$ cat src/rtl/cache_control4.sv
// cache_control4: sequencing FSM for a 4-way set-associative L1 cache.
// Handles hit completion, dirty-victim writeback, line fill and the
// per-set tree pseudo-LRU. Outputs are combinational from state and inputs.
module cache_control4 #(
  parameter int NUM_SETS = 8,
  parameter int INDEX_W  = 3
) (
  input  logic               clk,
  input  logic               rst,
  input  logic               mem_read,
  input  logic               mem_write,
  output logic               mem_resp,
  input  logic [INDEX_W-1:0] index,
  input  logic               hit,
  input  logic [3:0]         hit_direction,
  input  logic [3:0]         valid,
  input  logic [3:0]         dirty,
  input  logic               pmem_resp,
  output logic               pmem_read,
  output logic               pmem_write,
  output logic               pmem_addr_sel,
  output logic               data_in_sel,
  output logic [3:0]         load_data,
  output logic [3:0]         load_tag,
  output logic [3:0]         load_dirty,
  output logic               dirty_in,
  output logic [1:0]         way_sel
);

  typedef enum logic [1:0] {
    CHECK     = 2'd0,
    WRITEBACK = 2'd1,
    FETCH     = 2'd2
  } state_t;

  state_t     state_reg;
  logic [1:0] victim_reg;
  // PLRU bits per set: [0] = root, [1] = ways 0/1 leaf, [2] = ways 2/3 leaf
  logic [2:0] plru_reg [NUM_SETS];

  logic       req;
  logic       is_write;
  logic [1:0] hw;
  logic [3:0] hw_onehot;
  logic [3:0] victim_onehot;
  logic [2:0] plru_cur;
  logic [2:0] plru_next;
  logic [1:0] plru_way;
  logic [1:0] victim_next;
  logic       plru_touch;

  assign req           = mem_read | mem_write;
  assign is_write      = mem_write;
  assign hw_onehot     = 4'b0001 << hw;
  assign victim_onehot = 4'b0001 << victim_reg;
  assign plru_cur      = plru_reg[index];
  assign plru_touch    = (state_reg == CHECK) && req && hit;

  // Hit way: lowest set bit of the hit vector, so a non-one-hot vector still resolves
  always_comb begin
    hw = 2'd0;
    if (hit_direction[0])      hw = 2'd0;
    else if (hit_direction[1]) hw = 2'd1;
    else if (hit_direction[2]) hw = 2'd2;
    else if (hit_direction[3]) hw = 2'd3;
  end

  // Victim: first invalid way wins over the PLRU tree walk
  always_comb begin
    plru_way = plru_cur[0] ? (plru_cur[2] ? 2'd3 : 2'd2)
                           : (plru_cur[1] ? 2'd1 : 2'd0);
    if (!valid[0])      victim_next = 2'd0;
    else if (!valid[1]) victim_next = 2'd1;
    else if (!valid[2]) victim_next = 2'd2;
    else if (!valid[3]) victim_next = 2'd3;
    else                victim_next = plru_way;
  end

  // PLRU update: point the tree away from the way just accessed
  always_comb begin
    plru_next = plru_cur;
    case (hw)
      2'd0: begin plru_next[0] = 1'b1; plru_next[1] = 1'b1; end
      2'd1: begin plru_next[0] = 1'b1; plru_next[1] = 1'b0; end
      2'd2: begin plru_next[0] = 1'b0; plru_next[2] = 1'b1; end
      default: begin plru_next[0] = 1'b0; plru_next[2] = 1'b0; end
    endcase
  end

  // Control outputs; forced quiet while reset is asserted so no strobe or array write leaks
  always_comb begin
    mem_resp      = 1'b0;
    pmem_read     = 1'b0;
    pmem_write    = 1'b0;
    pmem_addr_sel = 1'b0;
    data_in_sel   = 1'b0;
    load_data     = 4'b0000;
    load_tag      = 4'b0000;
    load_dirty    = 4'b0000;
    dirty_in      = 1'b0;
    way_sel       = 2'd0;
    if (!rst) begin
      case (state_reg)
        CHECK: begin
          if (req && hit) begin
            mem_resp = 1'b1;
            way_sel  = hw;
            if (is_write) begin
              load_data  = hw_onehot;
              load_dirty = hw_onehot;
              dirty_in   = 1'b1;
            end
          end
        end
        WRITEBACK: begin
          pmem_write    = 1'b1;
          pmem_addr_sel = 1'b1;
          way_sel       = victim_reg;
          if (pmem_resp) load_dirty = victim_onehot;
        end
        FETCH: begin
          pmem_read = 1'b1;
          way_sel   = victim_reg;
          if (pmem_resp) begin
            load_data   = victim_onehot;
            load_tag    = victim_onehot;
            load_dirty  = victim_onehot;
            data_in_sel = 1'b1;
          end
        end
        default: ;
      endcase
    end
  end

  // State and victim register
  always_ff @(posedge clk) begin
    if (rst) begin
      state_reg  <= CHECK;
      victim_reg <= 2'd0;
    end else begin
      case (state_reg)
        CHECK: begin
          if (req && !hit) begin
            victim_reg <= victim_next;
            state_reg  <= (valid[victim_next] && dirty[victim_next]) ? WRITEBACK : FETCH;
          end
        end
        WRITEBACK: if (pmem_resp) state_reg <= FETCH;
        FETCH:     if (pmem_resp) state_reg <= CHECK;
        default:   state_reg <= CHECK;
      endcase
    end
  end

  // One PLRU entry per set, touched only by a CHECK hit on that set
  generate
    for (genvar gi = 0; gi < NUM_SETS; gi++) begin : g_plru
      always_ff @(posedge clk) begin
        if (rst)
          plru_reg[gi] <= 3'b000;
        else if (plru_touch && (index == INDEX_W'(gi)))
          plru_reg[gi] <= plru_next;
      end
    end
  endgenerate

endmodule

$ cat config.mk
export PLATFORM = sky130hd
export DESIGN_NAME = cache_control4
export DESIGN_NICKNAME = d
export VERILOG_FILES = /design/src/rtl/cache_control4.sv
export SDC_FILE = /design/constraint.sdc
export NUM_CORES = 1
export LEC_CHECK = 0
export CAP_MARGIN = 20
export CORE_MARGIN = 2
export CORE_UTILIZATION = 45
export DETAILED_ROUTE_END_ITERATION = 6
export GPL_ROUTABILITY_DRIVEN = 1
export PLACE_DENSITY_LB_ADDON = 0.12
export SYNTH_ARGS = -nofsm -noshare
export SYNTH_HDL_FRONTEND = slang
export SYNTH_SLANG_ARGS = --single-unit
$ cat constraint.sdc
create_clock -name clk -period 2.1 [get_ports clk]
set_clock_uncertainty 0.15 [all_clocks]
set_input_delay 0.42 -clock clk [delete_from_list [all_inputs] [get_ports clk]]
set_output_delay 0.42 -clock clk [all_outputs]
set_load 0.05 [all_outputs]
==> impl_summary.log <==
[metrics] kind of start point of the critical path: flip-flop
[metrics] Num Clock Sinks: 28
[metrics] data arrival time at the worst-slack endpoint: approximately 1.8 ns
[metrics] CORE AREA: 3740 um^2
[metrics] Gate power share: 0.320
[metrics] worst path buffer plus inverter count: 4
[metrics] routability congestion estimate from global placement: about 0.92
[metrics] antenna diode instance count: 0
[metrics] clock network power share: 0.272
[metrics] top cell family by delay on the critical path: buffers and inverters
[metrics] Num CTS Buffers: 3
[metrics] required time at the worst-slack endpoint: ~1.5 ns
[metrics] largest net degree at the start of global routing: 17
[metrics] WL final: 6640 um
[metrics] final cell count without fillers: 318
[metrics] Total Routing Usage GR: 0.289
[metrics] Worst Reg-to-Reg Cells: 6
[metrics] overall via count from detail_route: between 1500 and 2000
[metrics] Hold Path Cell Cnt: 3
[metrics] remaining global-route overflow: 0
[metrics] Hold Fails Final Rpt: 0
[metrics] number of global-route vias before repair: between 1500 and 2000
[metrics] Synth Instances: between 150 and 200
[metrics] element type at the critical path end: output port
[metrics] number of flops mapped to enable cells by yosys: 24
[metrics] DRC violations left: 0
[metrics] count of TritonRoute iterations in the first routing pass: 4
[metrics] Clock Pin Slew Worst Setup and Hold Paths: 0.10 ns
[metrics] clock tree from TritonCTS: done
[metrics] post-synthesis sequential area ratio: 0.448
[metrics] Int Pwr: 1.12 mW
[metrics] setup slack of the worst register-to-register path: 0.05 ns
[metrics] highest clock rate: ~420 MHz
[metrics] master of the slowest instance on the critical path: sky130_fd_sc_hd__dfxtp_4
[metrics] power per cell area: slightly above 500 nW/um^2
[metrics] Die Height: 67.0 um
[metrics] reported leakage power: between 1 and 1.5 nW
[metrics] Setup WS post-layout: -0.260 ns
[metrics] initial antenna violation count: 0
[metrics] wire per inst: around 21 um
[metrics] max incr delay on CP: 0.37 ns
[metrics] time the worst path needs with I/O delays and setup: between 2 and 2.5 ns
[metrics] switching share of power: 0.290
[metrics] hold-critical path endpoint: victim_reg[0]
[metrics] post-route setup TNS: -2.80 ns
[metrics] switching component of the power: 456 uW
[metrics] worst-path fanout max: 3
[metrics] num ports: 41
[metrics] fraction of layout instances using a drive strength above 1: 0.467
[metrics] Initial Utilization: 0.478
[metrics] number of flip-flops under the largest register name: 24
[metrics] Final HPWL DP: between 4000 and 5000 um
[metrics] source of the worst hold timing path: victim_reg[0]
[metrics] Total Power: 1.57 mW
[metrics] Post-layout nets: approximately 300
[metrics] vias per cell: about 6
[metrics] first-pass GRT wire length: 9390 um
[metrics] number of flip-flops and latches in the synthesized netlist: 28
[metrics] remaining number of nets flagged by the antenna check after routing: 0
[metrics] primary flip-flop cell chosen by synthesis mapping: sky130_fd_sc_hd__edfxtp_1
[metrics] CTS HTree Levels: 1
[metrics] unique cell type count in the Yosys netlist: 44
[metrics] overall die area: ~4500 um^2
[metrics] count of yosys warnings during synthesis: 0
[metrics] Cell Area, Synth: approximately 1800 um^2
[metrics] Initial DRC Count: a little under 200
[metrics] critical path cell sequence: inv_4, ha_4, nand3_4, buf_6, buf_6, nand4b_1, a21oi_2, buf_12
[metrics] fraction of synthesis flops using an asynchronous set or reset pin: 0
[metrics] failing checks: negative setup slack
[metrics] area growth from synthesis to final layout: 74.4%
[metrics] max-capacitance violation count: 0
[metrics] status: complete, but fails checks
[metrics] reg2reg end: state_reg[0]
[metrics] sequential share of power: 0.408
[metrics] type of the most critical hold path: flip-flop to flip-flop
[metrics] setup-violating endpoint count in the final report: 18
[metrics] peak ir drop on the vdd network: 0.318 mV
[metrics] Final Slew Violations: 0
[metrics] clock latency on the worst-skew pair: 0.28 ns
[metrics] crit path kind: flip-flop to output port
[metrics] worst slew slack as a fraction of its limit: 0.779
[metrics] actual transition at the worst max-transition pin: about 0.33 ns
[metrics] CP most frequent cell: sky130_fd_sc_hd__buf_6
[metrics] horizontal extent of the die: approximately 67 um
[metrics] syn avg cell area: 9.22 um^2
[metrics] worst r2r src: plru_reg[1][1]
[metrics] ratio of final minimum period to clock period: 1.12
[metrics] cell total after placement: a little over 300
[metrics] setup repair after global routing missed its margin: yes
[metrics] net count after synthesis: 219
[metrics] std cell rows: 22
[metrics] Port-buffer cells: 40
[metrics] buffer type at the clock tree root: sky130_fd_sc_hd__clkbuf_8
[metrics] buffers from clock root to sink, at most: 2
[through the flow]
stage | area (um^2) | hold WS [ns] | util | setup slack [ns]
final | 3120 | 0.579 | 0.833 | -0.260
after global routing | 3120 | 0.593 | 0.833 | -0.322
after CTS | 3000 | 0.492 | 0.801 | -0.309
after detailed placement | 2760 | 0.475 | 0.737 | -0.572
after global placement | 2760 | 0.461 | 0.737 | -0.527
after floorplan | 1890 | 0.385 | - | -0.215
[worst register-to-register path, cell delays in order (launching register included)]
cell and delay, ns:
sky130_fd_sc_hd__edfxtp_1 0.41, sky130_fd_sc_hd__mux4_2 0.49, sky130_fd_sc_hd__mux2i_4 0.19, sky130_fd_sc_hd__mux2i_2 0.29, sky130_fd_sc_hd__nor4_4 0.06, sky130_fd_sc_hd__a31oi_2 0.24
sky130_fd_sc_hd__o32ai_2 0.12
[cells in the mapped netlist (2+ instances only)]
cell,n,area share
sky130_fd_sc_hd__inv_1,6,0.013
sky130_fd_sc_hd__or3_1,2,0.0070
sky130_fd_sc_hd__mux4_1,2,0.029
sky130_fd_sc_hd__buf_2,2,0.0056
sky130_fd_sc_hd__nor2_1,46,0.097
sky130_fd_sc_hd__nor3_1,4,0.011
sky130_fd_sc_hd__a22oi_1,2,0.0084
sky130_fd_sc_hd__and3_1,2,0.0070
sky130_fd_sc_hd__mux2_2,2,0.013
sky130_fd_sc_hd__a21oi_1,13,0.036
sky130_fd_sc_hd__nand2_1,20,0.042
sky130_fd_sc_hd__clkbuf_1,9,0.019
sky130_fd_sc_hd__ha_1,4,0.028
sky130_fd_sc_hd__nand3_1,7,0.020
sky130_fd_sc_hd__nand4_1,2,0.0070
sky130_fd_sc_hd__a21o_1,3,0.013
sky130_fd_sc_hd__a31o_2,3,0.015
sky130_fd_sc_hd__nor2b_1,6,0.021
sky130_fd_sc_hd__mux4_2,2,0.025
sky130_fd_sc_hd__edfxtp_1,24,0.40
sky130_fd_sc_hd__mux2i_1,7,0.039
sky130_fd_sc_hd__dfxtp_1,4,0.045
[layout by cell type, fill, tap and decap left out, drive strengths merged, types with 4 or more instances in the layout]
master / n
a21oi: 13
buf: 64
clkbuf: 5
clkdlybuf4s50: 11
dfxtp: 4
dlygate4sd2: 6
edfxtp: 24
ha: 4
inv: 5
mux2i: 8
mux4: 4
nand2: 20
nand3: 7
nor2: 46
nor2b: 6
nor3: 4
[cell families after synthesis]
logic type                 synth area share
and+or+nand+nor                       0.242
AOI/OAI and AO/OA                     0.122
DFF                                   0.448
buffers and inverters                0.0413
muxes                                 0.119
adders and majority gates            0.0280
[power by group through the flow]
| stage | clock network [mW] | logic, mW | registers [mW] |
|---|---|---|---|
| after floorplan | 0 | 0.216 | 0.646 |
| after global placement | 0 | 0.396 | 0.652 |
| final | 0.428 | 0.503 | 0.643 |
| after global routing | 0.450 | 0.527 | 0.644 |
| after detailed placement | 0 | 0.406 | 0.654 |
| after CTS | 0.431 | 0.459 | 0.643 |
[worst max-delay path by stage]
stage / startpoint / end / depth (start not counted)
after global placement: index[1] / state_reg[1] / 9
after floorplan: pmem_resp / load_dirty[1] / 5
after detailed placement: index[1] / state_reg[1] / 6
after global routing: state_reg[0] / load_dirty[3] / 8
final: state_reg[0] / load_dirty[3] / 8
after CTS: state_reg[1] / load_dirty[2] / 6
[layout make-up]
cell class | count | area (um^2)
inverter | 6 | 28.8
sequential | 28 | 806
clock inverter | 1 | 30.0
fill | 199 | 626
timing repair buffer | 84 | 963
clock buffer | 3 | 41.3
tap | 48 | 60.1
multi-input combinational | 148 | 1190
[routing by layer]
metal,part of all wire,track usage
met5,0,0
met4,0.047,0.110
met3,0.10,0.0524
met2,0.49,0.474
met1,0.36,0.378
[what timing repair did]
item | 4_1_cts | 5_1_grt
gates resized for setup | 47 | 22
buffers inserted | 5 | 5
pin swaps | 18 | 15
hold buffers | 0 | 0
setup endpoints to repair | 39 | 36
Power figures use the tool's default switching activity.
